<file path="src/rtl/mips_pkg.sv">
// Shared encodings for the multicycle MIPS control path: opcodes, mux selects,
// ALUOp codes, FSM state encoding and the packed bundle of control strobes.
package mips_pkg;

  localparam logic [5:0] OP_LW    = 6'b100011;
  localparam logic [5:0] OP_SW    = 6'b101011;
  localparam logic [5:0] OP_RTYPE = 6'b000000;
  localparam logic [5:0] OP_BEQ   = 6'b000100;
  localparam logic [5:0] OP_ADDI  = 6'b001000;
  localparam logic [5:0] OP_J     = 6'b000010;

  localparam logic [1:0] ALUOP_ADD   = 2'b00;
  localparam logic [1:0] ALUOP_SUB   = 2'b01;
  localparam logic [1:0] ALUOP_FUNCT = 2'b10;

  localparam logic [1:0] SRCB_RT      = 2'b00;
  localparam logic [1:0] SRCB_FOUR    = 2'b01;
  localparam logic [1:0] SRCB_IMM     = 2'b10;
  localparam logic [1:0] SRCB_IMM_SH2 = 2'b11;

  localparam logic [1:0] PCSRC_ALU    = 2'b00;
  localparam logic [1:0] PCSRC_ALUOUT = 2'b01;
  localparam logic [1:0] PCSRC_JUMP   = 2'b10;

  typedef enum logic [3:0] {
    S_FETCH   = 4'd0,
    S_DECODE  = 4'd1,
    S_MEMADR  = 4'd2,
    S_MEMRD   = 4'd3,
    S_MEMWB   = 4'd4,
    S_MEMWR   = 4'd5,
    S_RTYPEEX = 4'd6,
    S_RTYPEWB = 4'd7,
    S_BEQEX   = 4'd8,
    S_ADDIEX  = 4'd9,
    S_ADDIWB  = 4'd10,
    S_JEX     = 4'd11
  } state_t;

  typedef struct packed {
    logic       mem_req;
    logic       mem_write;
    logic       ir_write;
    logic       iord;
    logic       reg_dst;
    logic       mem_to_reg;
    logic       reg_write;
    logic       alu_src_a;
    logic [1:0] alu_src_b;
    logic [1:0] alu_op;
    logic [1:0] pc_src;
    logic       pc_write;
    logic       branch;
    logic       illegal_op;
  } ctrl_t;

endpackage

</file>
<file path="src/rtl/mips_mem_wait_ctr.sv">
// Saturating count of consecutive cycles a memory request has waited, plus a
// sticky timeout flag; 1-cycle registered, never stalls the FSM.
module mips_mem_wait_ctr #(
  parameter int MEM_WAIT_MAX = 15
) (
  input  logic clk,
  input  logic reset,
  input  logic mem_req,
  input  logic mem_ready,
  output logic mem_timeout
);

  localparam int CW = (MEM_WAIT_MAX < 1) ? 1 : $clog2(MEM_WAIT_MAX + 1);
  localparam logic [CW-1:0] MAX_CNT = CW'(MEM_WAIT_MAX);

  logic [CW-1:0] cnt_q, cnt_d;
  logic          timeout_q, timeout_d;
  logic          waiting;

  assign waiting = mem_req & ~mem_ready;

  // Any cycle that is not a stalled request (ready, or another state) clears.
  always_comb begin
    cnt_d     = '0;
    timeout_d = timeout_q;
    if (waiting) begin
      cnt_d = (cnt_q == MAX_CNT) ? cnt_q : cnt_q + 1'b1;
      if (cnt_d == MAX_CNT) begin
        timeout_d = 1'b1;
      end
    end
  end

  always_ff @(posedge clk or posedge reset) begin
    if (reset) begin
      cnt_q     <= '0;
      timeout_q <= 1'b0;
    end else begin
      cnt_q     <= cnt_d;
      timeout_q <= timeout_d;
    end
  end

  assign mem_timeout = timeout_q;

endmodule

</file>
<file path="src/rtl/mips_multicycle_control.sv">
// Main control FSM of the multicycle MIPS datapath; LW 5, SW/RTYPE/ADDI 4, BEQ/J 3
// cycles, plus one per cycle spent waiting for mem_ready in FETCH/MEMRD/MEMWR.
module mips_multicycle_control
  import mips_pkg::*;
#(
  parameter int MEM_WAIT_MAX = 15
) (
  input  logic       clk,
  input  logic       reset,
  input  logic [5:0] opcode,
  input  logic       mem_ready,
  input  logic       zero,
  output logic       mem_req,
  output logic       MemWrite,
  output logic       IRWrite,
  output logic       IorD,
  output logic       RegDst,
  output logic       MemtoReg,
  output logic       RegWrite,
  output logic       ALUSrcA,
  output logic [1:0] ALUSrcB,
  output logic [1:0] ALUOp,
  output logic [1:0] PCSrc,
  output logic       PCEn,
  output logic       illegal_op,
  output logic       mem_timeout
);

  state_t state_q, state_d;
  ctrl_t  ctrl;
  ctrl_t  ctrl_o;
  logic   timeout;

  always_ff @(posedge clk or posedge reset) begin
    if (reset) begin
      state_q <= S_FETCH;
    end else begin
      state_q <= state_d;
    end
  end

  always_comb begin
    state_d = state_q;
    ctrl    = '0;
    case (state_q)
      S_FETCH: begin
        ctrl.mem_req   = 1'b1;
        ctrl.iord      = 1'b0;
        ctrl.alu_src_a = 1'b0;
        ctrl.alu_src_b = SRCB_FOUR;
        ctrl.alu_op    = ALUOP_ADD;
        ctrl.pc_src    = PCSRC_ALU;
        if (mem_ready) begin
          ctrl.ir_write = 1'b1;
          ctrl.pc_write = 1'b1;
          state_d       = S_DECODE;
        end
      end
      // Branch target is computed speculatively here into ALUOut.
      S_DECODE: begin
        ctrl.alu_src_a = 1'b0;
        ctrl.alu_src_b = SRCB_IMM_SH2;
        ctrl.alu_op    = ALUOP_ADD;
        case (opcode)
          OP_LW, OP_SW: state_d = S_MEMADR;
          OP_RTYPE:     state_d = S_RTYPEEX;
          OP_BEQ:       state_d = S_BEQEX;
          OP_ADDI:      state_d = S_ADDIEX;
          OP_J:         state_d = S_JEX;
          default: begin
            ctrl.illegal_op = 1'b1;
            state_d         = S_FETCH;
          end
        endcase
      end
      S_MEMADR: begin
        ctrl.alu_src_a = 1'b1;
        ctrl.alu_src_b = SRCB_IMM;
        ctrl.alu_op    = ALUOP_ADD;
        state_d        = (opcode == OP_SW) ? S_MEMWR : S_MEMRD;
      end
      S_MEMRD: begin
        ctrl.mem_req = 1'b1;
        ctrl.iord    = 1'b1;
        if (mem_ready) begin
          state_d = S_MEMWB;
        end
      end
      S_MEMWB: begin
        ctrl.reg_dst    = 1'b0;
        ctrl.mem_to_reg = 1'b1;
        ctrl.reg_write  = 1'b1;
        state_d         = S_FETCH;
      end
      S_MEMWR: begin
        ctrl.mem_req = 1'b1;
        ctrl.iord    = 1'b1;
        if (mem_ready) begin
          ctrl.mem_write = 1'b1;
          state_d        = S_FETCH;
        end
      end
      S_RTYPEEX: begin
        ctrl.alu_src_a = 1'b1;
        ctrl.alu_src_b = SRCB_RT;
        ctrl.alu_op    = ALUOP_FUNCT;
        state_d        = S_RTYPEWB;
      end
      S_RTYPEWB: begin
        ctrl.reg_dst    = 1'b1;
        ctrl.mem_to_reg = 1'b0;
        ctrl.reg_write  = 1'b1;
        state_d         = S_FETCH;
      end
      S_BEQEX: begin
        ctrl.alu_src_a = 1'b1;
        ctrl.alu_src_b = SRCB_RT;
        ctrl.alu_op    = ALUOP_SUB;
        ctrl.pc_src    = PCSRC_ALUOUT;
        ctrl.branch    = 1'b1;
        state_d        = S_FETCH;
      end
      S_ADDIEX: begin
        ctrl.alu_src_a = 1'b1;
        ctrl.alu_src_b = SRCB_IMM;
        ctrl.alu_op    = ALUOP_ADD;
        state_d        = S_ADDIWB;
      end
      S_ADDIWB: begin
        ctrl.reg_dst    = 1'b0;
        ctrl.mem_to_reg = 1'b0;
        ctrl.reg_write  = 1'b1;
        state_d         = S_FETCH;
      end
      S_JEX: begin
        ctrl.pc_src   = PCSRC_JUMP;
        ctrl.pc_write = 1'b1;
        state_d       = S_FETCH;
      end
      default: begin
        state_d = S_FETCH;
      end
    endcase
  end

  // Outputs are killed combinationally so nothing leaks out while reset is high.
  always_comb begin
    ctrl_o = ctrl;
    if (reset) begin
      ctrl_o = '0;
    end
  end

  mips_mem_wait_ctr #(
    .MEM_WAIT_MAX(MEM_WAIT_MAX)
  ) u_wait_ctr (
    .clk        (clk),
    .reset      (reset),
    .mem_req    (ctrl_o.mem_req),
    .mem_ready  (mem_ready),
    .mem_timeout(timeout)
  );

  assign mem_req     = ctrl_o.mem_req;
  assign MemWrite    = ctrl_o.mem_write;
  assign IRWrite     = ctrl_o.ir_write;
  assign IorD        = ctrl_o.iord;
  assign RegDst      = ctrl_o.reg_dst;
  assign MemtoReg    = ctrl_o.mem_to_reg;
  assign RegWrite    = ctrl_o.reg_write;
  assign ALUSrcA     = ctrl_o.alu_src_a;
  assign ALUSrcB     = ctrl_o.alu_src_b;
  assign ALUOp       = ctrl_o.alu_op;
  assign PCSrc       = ctrl_o.pc_src;
  assign PCEn        = ctrl_o.pc_write | (ctrl_o.branch & zero);
  assign illegal_op  = ctrl_o.illegal_op;
  assign mem_timeout = timeout & ~reset;

endmodule

</file>
<file path="config.mk">
export PLATFORM = sky130hd
export DESIGN_NAME = mips_multicycle_control
export DESIGN_NICKNAME = d
export VERILOG_FILES = /design/src/rtl/mips_pkg.sv /design/src/rtl/mips_mem_wait_ctr.sv /design/src/rtl/mips_multicycle_control.sv
export SDC_FILE = /design/constraint.sdc
export NUM_CORES = 1
export LEC_CHECK = 0
export ABC_CLOCK_PERIOD_IN_PS = 1700
export BUFFER_PORTS_ARGS = -buffer_cell sky130_fd_sc_hd__buf_2
export CAP_MARGIN = 20
export CORE_ASPECT_RATIO = 0.9
export CORE_MARGIN = 2
export CORE_UTILIZATION = 52
export CTS_BUF_LIST = sky130_fd_sc_hd__clkbuf_8
export DETAILED_ROUTE_END_ITERATION = 8
export MAX_ROUTING_LAYER = met4
export PLACE_DENSITY = 0.78
export RECOVER_POWER = 100
export SLEW_MARGIN = 20
export SYNTH_ARGS = -nofsm -noshare
export SYNTH_HDL_FRONTEND = slang
export SYNTH_HIERARCHICAL = 1
export SYNTH_SLANG_ARGS = --single-unit
</file>
<file path="constraint.sdc">
create_clock -name clk -period 1.7 [get_ports clk]
set_input_delay 0 -clock clk [delete_from_list [all_inputs] [get_ports clk]]
set_output_delay 0 -clock clk [all_outputs]
set_load 0.03 [all_outputs]
</file>
-- Word level (Yosys, flattened, before mapping)
Cells that the tools add are included.
- add/subtract/negate cells: 1
- eq/ne operators: 21
- mux-type cells: 21
- bitwise operators: 6
- reduce and logical (&&, ||, !) cells: 9
- operators by type and width (kind ; number):
    case mux 4 bit (7 select lines) ; 1
    case mux 5 bit (5 select lines) ; 1
    equality test 4 bit (second input constant) ; 6
    2-to-1 mux 4 bit ; 5
    case mux 4 bit (5 select lines) ; 1
    2-to-1 mux 17 bit ; 1
    equality test 4 x 3 -> 1 bit (second input constant) ; 4
    equality test 6 bit (second input constant) ; 2
    case mux 3 bit (3 select lines) ; 1
    equality test 4 x 2 -> 1 bit (second input constant) ; 2
    2-to-1 mux 1 bit ; 8
    equality test 6 x 2 -> 1 bit (second input constant) ; 1
    equality test 6 x 3 -> 1 bit (second input constant) ; 1
    equality test 6 x 4 -> 1 bit (second input constant) ; 1
    zero test 6 bit ; 1
    != test 2 bit (second input constant) ; 3
    OR reduction 2 bit ; 3
    OR reduction 6 bit ; 1
    adder 4 x 1 -> 4 bit (second input constant) ; 1
    equality test 4 x 1 -> 1 bit (second input constant) ; 1
    zero test 4 bit ; 1
    case mux 2 bit (2 select lines) ; 1
    bitwise AND 1 bit ; 3
    2-to-1 mux 3 bit ; 1
    other kinds (6) ; 7
- flip-flop bits (word level): 9
- bits of input ports: 10
- word-level logic and storage cells: 61

-- Depth between registers and ports, before layout
- depth after elaboration: 7
- gate-level depth with buffers: 7
- gate-level depth less buffers: 6

-- Modules after synthesis
The synthesis kept the hierarchy.
- by module, submodules not included (module ; instances ; cells an instance ; area each (um^2) ; seq. area each (um^2)):
    mips_multicycle_control ; 1 ; 79 ; 593.1 ; 100.1
    mips_mem_wait_ctr ; 1 ; 24 ; 265.3 ; 125.1

-- Worst setup path before layout
No wires, ideal clock.
- path kind: reg-to-reg
- start: register state_q[0]
- end: register u_wait_ctr.cnt_q[2]
- setup time: 0.082 ns
- arrival: 2.094 ns
- data required time: 1.618 ns
- setup slack: -0.476 ns
- stages on the path, launching flop included: 8
- buffers on the path: 1
- cells stage by stage: dfrtp_1 buf_2 xnor2_1 mux2i_1 nor3_1 nand2b_1 o21bai_1 a31oi_1
- word-level cells in the longest chain between the ends: 6
- RTL lines (item ; line ; text):
    start, declared ; mips_multicycle_control.sv:29 ; state_t state_q, state_d;
    start signal, assigned ; mips_multicycle_control.sv:38 ; state_q <= state_d;
    equality test 4 x 3 -> 1 bit (tied with other cells) ; mips_multicycle_control.sv:45 ; case (state_q)
    OR reduction 3 bit (no source line) * ; - ;
    2-to-1 mux 1 bit * ; mips_multicycle_control.sv:45 ;
    2-to-1 mux 17 bit * ; mips_multicycle_control.sv:149 ; if (reset) begin
    named net mem_req ; mips_multicycle_control.sv:13 ; output logic mem_req,
    bitwise AND 1 bit * ; mips_mem_wait_ctr.sv:20 ; assign waiting = mem_req & ~mem_ready;
    2-to-1 mux 4 bit * ; mips_mem_wait_ctr.sv:26 ; if (waiting) begin
    named net u_wait_ctr.cnt_d[2] ; mips_mem_wait_ctr.sv:16 ; logic [CW-1:0] cnt_q, cnt_d;
    end signal, assigned ; mips_mem_wait_ctr.sv:39 ; cnt_q <= cnt_d;
    end, declared ; mips_mem_wait_ctr.sv:16 ;
Mark *: on every way through the listed nets, which the timed path passes. The rest lies on a longest branch.
A chain may end at the register's enable or synchronous reset.

-- Final worst setup path
- start: register state_q[1]
- end: output port ALUSrcA
- word-level cells in the longest chain between the ends: 4
- RTL lines (item ; line ; text):
    equality test 4 bit or equality test 4 x 2 -> 1 bit (tied branches) ; mips_multicycle_control.sv:45 ;
    OR reduction 2 bit (no source line) ; - ;
    case mux 5 bit (5 select lines) * ; mips_multicycle_control.sv:45 ;
    2-to-1 mux 17 bit * ; mips_multicycle_control.sv:149 ;
    end, declared ; mips_multicycle_control.sv:20 ; output logic ALUSrcA,
Every way passes the cells marked *; elsewhere a longest branch is shown, timed or not.

==> metrics.md <==
| Metric | Value |
|---|---|
| Max-capacitance violation count | `0` |
| Multi-input gate area | `598 um2` |
| Max VDD drop | `802 uV` |
| Clock skew | `between 0.3 and 0.4 ps` |
| First-pass GRT wire length | `3630 um` |
| Prevailing post-synth register cell | `dfrtp_1` |
| Tot Pwr | `0.00134 W` |
| Fin crit share | `0.967` |
| Syn_area_per_cell | `8.33 um2` |
| Starting Density | `0.574` |
| Flop and latch count out of synthesis | `9` |
| Clk pwr share | `0.173` |
| Post-Syn Area | `858 um2` |
| Final non-filler cell total | `155` |
| Status | `finished clean` |
| Synthesized instance count | `103` |
| # placed instances | `147` |
| Cell Pwr Density | `1190 nW/um2` |
| Cell Rows | `13` |
| Vias/cell | `5.66` |
| RSZ-0062 raised after global routing | `yes` |
| Hold Crit Class | `in -> reg` |
| Hold WS | `119 ps` |
| Syn. warnings | `6` |
| Mapped Nets | `114` |
| DRT Pass-1 Iters | `4` |
| Vias | `877` |
| Maximum fanout along the worst path | `11` |
| Post-detailed-route count of antenna-violating nets | `0` |
| Post-synth ARST share | `1.00` |
| Core Area | `1500 um2` |
| Final Wtd Congestion | `0.850` |
| Clock Root Buffer | `clkbuf_8` |
| Initial DRC count | `12` |
| Flop pwr share | `0.235` |
| WP data required | `between 1500 and 2000 ps` |
| DIE HEIGHT | `42.5 um` |
| Initial antenna violation count | `0` |
| I/O Buffers | `26` |
| Fin crit period | `1640 ps` |
| CTS Buf Count | `3` |
| Endpoints failing setup | `0` |
| Clock sinks | `9` |
| Endpoints failing hold | `0` |
| Die Area | `1990 um2` |
| Clk slew on worst S/H paths | `40 ps` |
| Max-slew violations | `0` |
| Int Power | `0.000743 W` |
| Setup TNS | `0 ps` |
| Worst Tran Pin Value | `just under 400 ps` |
| Post-DR wirelength/cell | `~14 um` |
| Relative slew margins | `0.742` |
| H-tree depth | `1` |
| IO Pins | `27` |
| CP endpoint kind | `primary output` |
| Seq/Total Area, Yosys | `0.262` |
| Sw Share | `0.446` |
| Number of fill cells | `117` |
| Inserted Diodes | `0` |
| Area Growth Syn to Fin | `31.3%` |
| Register area | `226 um2` |
| Clock buffer depth | `2` |
| Worst Setup Start Kind | `flip-flop` |
| Sw Pwr | `0.000598 W` |
| Remaining Overflow, GRT | `0` |
| Synth unique cells | `43` |
| Max Fclk | `about 610 MHz` |
| Final nets | `145` |
| Horiz. Die Dim | `46.8 um` |
| Critical Path AT | `1640 ps` |
| Vias in the first global route | `831` |
| GRT Resource Usage Total | `0.250` |
| Pin count of the biggest net entering global routing | `14` |
| TritonCTS clock tree | `yes` |
| Pleak | `0.544 nW` |
| HPWL Detailed | `approximately 1700 um` |
| Number of flops mapped to enable cells by yosys | `0` |
| CP Class | `reg -> out` |
| Combinational Power Share | `0.592` |
| Clk_lat worst skew | `230 ps` |
| Fraction of layout cells with a size suffix above 1 | `0.391` |
| Detailed Route WL | `2120 um` |
| Drc violations | `0` |
[metrics by stage]
stage | instance area [um2] | util | setup slack (ps)
global route | 1130 | 0.753 | -16.8
floorplan | 877 | - | -14.0
global placement | 1020 | 0.679 | 200
detailed placement | 1020 | 0.679 | 85.9
CTS | 1070 | 0.718 | 9.20
finish | 1130 | 0.753 | 56.5
[power groups by stage]
stage / combinational [W] / clock, W / sequential, W
final: 0.000794 / 0.000232 / 0.000315
after global routing: 0.000856 / 0.000260 / 0.000321
after CTS: 0.000739 / 0.000239 / 0.000318
after detailed placement: 0.000731 / 0 / 0.000320
after global placement: 0.000713 / 0 / 0.000311
after floorplan: 0.000605 / 0 / 0.000273
[cells in the final DEF, fill, tap and decap left out, types with 4 or more instances in the layout]
| cell type | Yosys | final |
|---|---|---|
| nor3_1 | 7 | 6 |
| inv_1 | 5 | 6 |
| nor2_1 | 11 | 11 |
| buf_4 | 0 | 10 |
| buf_2 | 6 | 23 |
| nand2b_1 | 5 | 4 |
| dfrtp_1 | 9 | 8 |
[synth_stat cells, drive strengths merged (2+ instances only)]
cell	count	area share
nor2	11	0.048
nor2b	2	0.015
xor2	3	0.031
a211oi	4	0.041
nor3b	4	0.041
xnor2	3	0.031
nand2b	5	0.036
buf	8	0.061
a21oi	3	0.017
nor4	3	0.022
and3	3	0.022
and4b	2	0.023
inv	5	0.022
nand3b	2	0.017
mux2	2	0.026
nor3	7	0.041
nand3	3	0.023
dfrtp	9	0.26
o211ai	2	0.017
o21ai	2	0.012
mux2i	2	0.023
[layout make-up]
| type | instances | area share |
|---|---|---|
| multi-input cells | 80 | 0.531 |
| flip-flops and latches | 9 | 0.201 |
| repair buffers | 35 | 0.188 |
| clock buffers | 3 | 0.0366 |
| well taps | 22 | 0.0244 |
| inverters | 5 | 0.0166 |
| clock inverters | 1 | 0.00333 |
[repair_timing]
item                                    in CTS  in global routing
setup buffers                                0                  3
endpoints found under the hold margin        9                  0
cloned                                       0                  0
hold buffers                                 1                  0
endpoints found under the setup margin       3                  4
resized for setup                            2                  8
[worst paths after layout]
kind,startpoint,to,slack (ps),cells past startpoint
setup reg to reg,state_q[1],u_wait_ctr/cnt_q[3],120,6
setup / recovery,state_q[1],ALUSrcA,60,5
min in group asynchronous,reset,state_q[0],340,3
hold / removal,opcode[3],state_q[2],120,3
hold reg to reg,u_wait_ctr/mem_timeout,u_wait_ctr/mem_timeout,460,2
max in group asynchronous,reset,u_wait_ctr/mem_timeout,1180,3
[critical path, cell delays in order, from the launching register on]
cell	delay, ps
dfrtp_2	430
buf_4	180
nand2b_1	190
or2_2	310
a21oi_2	160
buf_6	150
[layer usage]
metal / track usage / up-vias / share of wire
li1: - / 439 / -
met1: 0.367 / 415 / 0.48
met2: 0.370 / 23 / 0.49
met3: 0.0388 / 0 / 0.034
met4: 0.0333 / 0 / 0
met5: - / - / 0
[cell families (layout without fill, tap and decap cells)]
kind of cell               after synthesis  in the layout  share of synthesized area
and+or+nand+nor                         48             48                      0.332
AOI/OAI and AO/OA                       21             21                      0.192
buffers and inverters                   14             44                     0.0875
DFF                                      9              9                      0.262
xor gates and xnor gates                 6              6                     0.0612
muxes                                    4              4                     0.0496
adders and majority gates                1              1                     0.0146
[registers in the layout (all words and copies together) (netlist names)]
| signal | flops |
|---|---|
| state_q | 4 |
| u_wait_ctr/cnt_q | 4 |
| u_wait_ctr/mem_timeout | 1 |
Note: power is estimated with default switching activity, not from simulation.
